==> config.mk <==
export PLATFORM = sky130hd
export DESIGN_NAME = apb_cmd_master
export DESIGN_NICKNAME = d
export VERILOG_FILES = /design/src/rtl/apb_cmd_pkg.sv /design/src/rtl/apb_cmd_master.sv
export SDC_FILE = /design/constraint.sdc
export NUM_CORES = 1
export LEC_CHECK = 0
export ABC_AREA = 1
export ABC_CLOCK_PERIOD_IN_PS = 1600
export BUFFER_PORTS_ARGS = -buffer_cell sky130_fd_sc_hd__buf_2
export CAP_MARGIN = 20
export CORE_ASPECT_RATIO = 0.5
export CORE_MARGIN = 5
export CORE_UTILIZATION = 44
export DETAILED_ROUTE_END_ITERATION = 6
export PLACE_DENSITY_LB_ADDON = 0.25
export SYNTH_ARGS = -nofsm -noshare
export SYNTH_HDL_FRONTEND = slang
export SYNTH_SLANG_ARGS = --single-unit
export TNS_END_PERCENT = 100
==> constraint.sdc <==
create_clock -name apb_pclk -period 1.6 [get_ports apb_pclk]
set_clock_uncertainty 0.05 [all_clocks]
set_input_delay 0.48 -clock apb_pclk [delete_from_list [all_inputs] [get_ports apb_pclk]]
set_output_delay 0.48 -clock apb_pclk [all_outputs]
set_load 0.05 [all_outputs]
==> src/rtl/apb_cmd_pkg.sv <==
// Shared types and defaults for the APB command master.
`ifndef CFG_APB_ADDR_WIDTH
`define CFG_APB_ADDR_WIDTH 32
`endif
`ifndef CFG_APB_DATA_WIDTH
`define CFG_APB_DATA_WIDTH 32
`endif

package apb_cmd_pkg;

    typedef enum logic [1:0] {
        ST_IDLE   = 2'd0,
        ST_SETUP  = 2'd1,
        ST_ACCESS = 2'd2,
        ST_RESP   = 2'd3
    } apb_cmd_state_e;

    localparam int APB_CMD_TIMEOUT_DEFAULT = 16;

endpackage

==> src/rtl/apb_cmd_master.sv <==
// Single-outstanding command-to-APB requester with a registered response.
// Optional ACCESS-phase timeout is built in when APB_CMD_MASTER_TIMEOUT_EN is defined.
`ifndef CFG_APB_ADDR_WIDTH
`define CFG_APB_ADDR_WIDTH 32
`endif
`ifndef CFG_APB_DATA_WIDTH
`define CFG_APB_DATA_WIDTH 32
`endif

// state  | meaning
// IDLE   | cmd_ready high, waiting for a command
// SETUP  | first APB cycle: psel=1, penable=0
// ACCESS | psel=1, penable=1 until pready (or timeout)
// RESP   | rsp_valid held until rsp_ready
module apb_cmd_master
    import apb_cmd_pkg::*;
#(
    parameter int APB_ADDR_WIDTH = `CFG_APB_ADDR_WIDTH,
    parameter int APB_DATA_WIDTH = `CFG_APB_DATA_WIDTH,
    parameter int TIMEOUT_CYCLES = APB_CMD_TIMEOUT_DEFAULT
) (
    input  logic                      apb_pclk,
    input  logic                      apb_preset,
    input  logic                      cmd_valid,
    output logic                      cmd_ready,
    input  logic                      cmd_write,
    input  logic [APB_ADDR_WIDTH-1:0] cmd_addr,
    input  logic [APB_DATA_WIDTH-1:0] cmd_wdata,
    output logic                      rsp_valid,
    input  logic                      rsp_ready,
    output logic [APB_DATA_WIDTH-1:0] rsp_rdata,
    output logic                      rsp_err,
    output logic                      rsp_timeout,
    output logic                      apb_psel,
    output logic                      apb_penable,
    output logic                      apb_pwrite,
    output logic [APB_ADDR_WIDTH-1:0] apb_paddr,
    output logic [APB_DATA_WIDTH-1:0] apb_pwdata,
    input  logic                      apb_pready,
    input  logic                      apb_pslverr,
    input  logic [APB_DATA_WIDTH-1:0] apb_prdata
);

    if (TIMEOUT_CYCLES < 2) begin : g_bad_timeout
        $error("apb_cmd_master: TIMEOUT_CYCLES must be at least 2");
    end

    apb_cmd_state_e            state_q, state_d;
    logic [APB_ADDR_WIDTH-1:0] paddr_q, paddr_d;
    logic [APB_DATA_WIDTH-1:0] pwdata_q, pwdata_d;
    logic                      pwrite_q, pwrite_d;
    logic [APB_DATA_WIDTH-1:0] rsp_rdata_q, rsp_rdata_d;
    logic                      rsp_err_q, rsp_err_d;

`ifdef APB_CMD_MASTER_TIMEOUT_EN
    localparam int CNT_W = $clog2(TIMEOUT_CYCLES);

    // Down-counter loaded in SETUP; terminal count marks the last allowed ACCESS cycle.
    logic [CNT_W-1:0] tmo_cnt_q, tmo_cnt_d;
    logic             rsp_timeout_q, rsp_timeout_d;
`endif

    always_comb begin
        state_d     = state_q;
        paddr_d     = paddr_q;
        pwdata_d    = pwdata_q;
        pwrite_d    = pwrite_q;
        rsp_rdata_d = rsp_rdata_q;
        rsp_err_d   = rsp_err_q;
`ifdef APB_CMD_MASTER_TIMEOUT_EN
        tmo_cnt_d     = tmo_cnt_q;
        rsp_timeout_d = rsp_timeout_q;
`endif

        case (state_q)
            ST_IDLE: begin
                if (cmd_valid) begin
                    state_d  = ST_SETUP;
                    paddr_d  = cmd_addr;
                    pwdata_d = cmd_wdata;
                    pwrite_d = cmd_write;
                end
            end
            ST_SETUP: begin
                state_d = ST_ACCESS;
`ifdef APB_CMD_MASTER_TIMEOUT_EN
                tmo_cnt_d = CNT_W'(TIMEOUT_CYCLES - 1);
`endif
            end
            ST_ACCESS: begin
                if (apb_pready) begin
                    state_d     = ST_RESP;
                    rsp_err_d   = apb_pslverr;
                    rsp_rdata_d = (!pwrite_q && !apb_pslverr) ? apb_prdata : '0;
`ifdef APB_CMD_MASTER_TIMEOUT_EN
                    rsp_timeout_d = 1'b0;
`endif
                end
`ifdef APB_CMD_MASTER_TIMEOUT_EN
                else if (tmo_cnt_q == '0) begin
                    state_d       = ST_RESP;
                    rsp_err_d     = 1'b1;
                    rsp_rdata_d   = '0;
                    rsp_timeout_d = 1'b1;
                end else begin
                    tmo_cnt_d = tmo_cnt_q - CNT_W'(1);
                end
`endif
            end
            ST_RESP: begin
                if (rsp_ready) begin
                    state_d = ST_IDLE;
                end
            end
            default: state_d = ST_IDLE;
        endcase
    end

    always_ff @(posedge apb_pclk) begin
        if (apb_preset) begin
            state_q     <= ST_IDLE;
            paddr_q     <= '0;
            pwdata_q    <= '0;
            pwrite_q    <= 1'b0;
            rsp_rdata_q <= '0;
            rsp_err_q   <= 1'b0;
`ifdef APB_CMD_MASTER_TIMEOUT_EN
            tmo_cnt_q     <= '0;
            rsp_timeout_q <= 1'b0;
`endif
        end else begin
            state_q     <= state_d;
            paddr_q     <= paddr_d;
            pwdata_q    <= pwdata_d;
            pwrite_q    <= pwrite_d;
            rsp_rdata_q <= rsp_rdata_d;
            rsp_err_q   <= rsp_err_d;
`ifdef APB_CMD_MASTER_TIMEOUT_EN
            tmo_cnt_q     <= tmo_cnt_d;
            rsp_timeout_q <= rsp_timeout_d;
`endif
        end
    end

    assign cmd_ready   = (state_q == ST_IDLE);
    assign apb_psel    = (state_q == ST_SETUP) || (state_q == ST_ACCESS);
    assign apb_penable = (state_q == ST_ACCESS);
    assign rsp_valid   = (state_q == ST_RESP);
    assign apb_paddr   = paddr_q;
    assign apb_pwdata  = pwdata_q;
    assign apb_pwrite  = pwrite_q;
    assign rsp_rdata   = rsp_rdata_q;
    assign rsp_err     = rsp_err_q;
`ifdef APB_CMD_MASTER_TIMEOUT_EN
    assign rsp_timeout = rsp_timeout_q;
`else
    assign rsp_timeout = 1'b0;
`endif

endmodule

==> summary.txt <==
Final layout
  • Nets@finish: 757
  • Area grow syn2layout: 41.9%
  • Area of the multi-input gates: 1430 um2
  • Fin cells: 768
  • FILL cells: 762
  • Final Util: 0.640
  • # diodes: 0
  • Commonest non-fill, non-tap cell in the layout: buf_2
  • Most frequent cells in the layout: buf_2, nor2_1, dfxtp_1
  • Register area: 2000 um2
  • Share of cells above drive strength 1: 0.399
  • Fin area: 5120 um2

STA
  • Setup tns final: -89.0 ps
  • Maximum clock frequency: 601 MHz
  • Min Hold Slack: 339 ps
  • Max-slew violations: 0
  • Final Setup Violations: 2
  • Final period util: 1.04
  • Final number of hold-violating endpoints: 0
  • RSZ-0062 raised after global routing: yes
  • Final worst slack: -64.8 ps
  • Tmin final: 1660 ps

Global routing
  • Vias in the first global route: 3167
  • Largest net degree at the start of global routing: 45
  • GRT overflow: 0
  • First-pass GRT wire length: 15.1 mm
  • Total GRT Usage: 0.181
  • Initial antenna violation count: 0

Yosys
  • Top cell type by total area after synthesis: dfxtp_1
  • Cells after Synth: 455
  • Area contributors post-synth: dfxtp_1, nor2_1, o21ai_0
  • Syn Std Cell Area: 3610 um2
  • Post-synth top area share: 0.555
  • YS warnings: 0
  • Post-synthesis sequential area ratio: 0.555
  • Flop and latch count out of synthesis: 100
  • Synth cell types: 20
  • Synthesized area per cell: 7.93 um2
  • Syn nets: 561

Pwr
  • Clock Power Share: 0.215
  • Power after layout: 9.92 mW
  • Gate power share: 0.455
  • Switch share: 0.439
  • Pwr/cell area: 1940 nW/um2
  • Reg power frac: 0.329
  • Switching Power: 4.35 mW
  • Max rail drop VDD: 967 uV
  • Int Pwr: 5.56 mW
  • LEAKAGE: 2.47 nW

Place
  • Gpl congestion: 0.761
  • Placement Cell Area: 4740 um2
  • Pre-CTS setup slack: 75.9 ps
  • Dpl cells: 750
  • PortBufs: 204
  • Dpl hpwl: 7.03 mm

Status
  • Status: finished, violations left
  • Failing checks: setup timing

CTS
  • CTS buffer count: 9
  • Worst-Skew Late Latency: 320 ps
  • CTS Root Cell: clkbuf_16
  • CTS hold repair buffers: 0
  • Clock buffer depth: 2
  • Reg clk slew, reported paths: 60 ps
  • CTS tree: done
  • Clk sinks: 100
  • H-tree depth: 3

Setup path
  • Worst setup path class: register to primary output
  • FF-to-FF setup slack: 140 ps
  • Worst setup SP type: register
  • Max FO, Critical Path: 3
  • Crit Reg-Reg Endpoint: rsp_rdata[17]
  • Worst EP required: 1070 ps
  • Crit path DAT: 1130 ps
  • Crit end category: primary output
  • End point of the critical path: apb_psel
  • Worst R2R Path Depth: 8
  • Crit. Startpoint: state_q[0]
  • Worst r2r src: state_q[1]

Floorplanning
  • Initial Utilization: 0.451
  • Die height: 74.0 um
  • Die Wd: 138 um
  • Die ar.: 10200 um2
  • # IOs: 206
  • Row cnt: 23
  • CORE AREA: 8000 um2

Flow run
  • Max_cap viols: 0

Drt
  • ANT nets after route: 0
  • Vias: 3485
  • Average wire per standard cell: 12.6 um
  • Drt initial violations: 183
  • DRT Pass-1 Iters: 4
  • DRC violations left: 0
  • Final wirelength: 9.67 mm
  • Via density: 4.54

Min path
  • Hold Path Class: primary input to register
## synth_stat cells
library cell	n
dfxtp_1	100
nor2_1	135
buf_8	1
buf_4	3
inv_1	6
inv_2	1
a21oi_1	23
nand2_1	63
a21oi_2	10
buf_2	12
o21ai_1	10
nor2b_1	1
ha_1	3
buf_6	2
or2_2	1
nand3_1	2
conb_1	1
clkbuf_1	15
nand2_2	11
o21ai_0	55
## layout make-up
type	count	area share
clock buffers	15	0.0523
clock inverters	1	0.00586
inverters	7	0.00562
multi-input cells	315	0.280
flip-flops and latches	100	0.391
well taps	112	0.0274
repair buffers	218	0.237
## per-layer routing
metal / share of wire / vias to the layer above / global-route usage
met5: 0 / - / 0
met4: 0.014 / 0 / 0.0591
met3: 0.061 / 10 / 0.0584
met2: 0.50 / 103 / 0.331
met1: 0.43 / 1538 / 0.207
li1: - / 1834 / -
## cells by family (layout without fill, tap and decap cells)
logic type | Yosys count | in the layout | share of synthesized area
AND/OR/NAND/NOR | 213 | 213 | 0.231
flip-flops | 100 | 100 | 0.555
AO/OA/AOI/OAI | 98 | 98 | 0.146
buffers and inverters | 40 | 241 | 0.0562
adder cells (fa/ha/maj) | 3 | 3 | 0.0104
other | 1 | 1 | 0.00104
## power groups by stage
stage	sequential (mW)	combinational, mW	clock [mW]
after global routing	3.33	4.82	2.33
after floorplan	5.04	1.56	0
final	3.27	4.51	2.14
after CTS	3.27	4.52	2.21
after detailed placement	3.31	4.30	0
after global placement	3.29	4.26	0
## timing repair
item	in CTS	in global routing
endpoints found under the setup margin	4	8
gates resized for setup	17	2
buffers inserted	2	0
hold endpoints to repair	0	0
pin swaps	1	0
## state kept, by name, indices dropped and copies added (netlist names)
| name | count |
|---|---|
| rsp_rdata | 32 |
| apb_pwdata | 32 |
| rsp_err | 1 |
| apb_pwrite | 1 |
| state_q | 2 |
| apb_paddr | 32 |
## critical path: stages, from the launching register on
cell and delay, ps:
dfxtp_2 350, inv_4 50, ha_4 260, buf_8 140
## worst min-delay path by stage
stage / startpoint / endpoint / slack [ps] / cells past startpoint
floorplan: state_q[1] / state_q[1] / 490 / 4
global placement: rsp_err / rsp_err / 400 / 2
detailed placement: rsp_rdata[18] / rsp_rdata[18] / 400 / 2
CTS: cmd_addr[6] / apb_paddr[6] / 330 / 3
global route: cmd_addr[4] / apb_paddr[4] / 330 / 3
finish: cmd_wdata[23] / apb_pwdata[23] / 340 / 3
(Power assumes the default switching activity.)
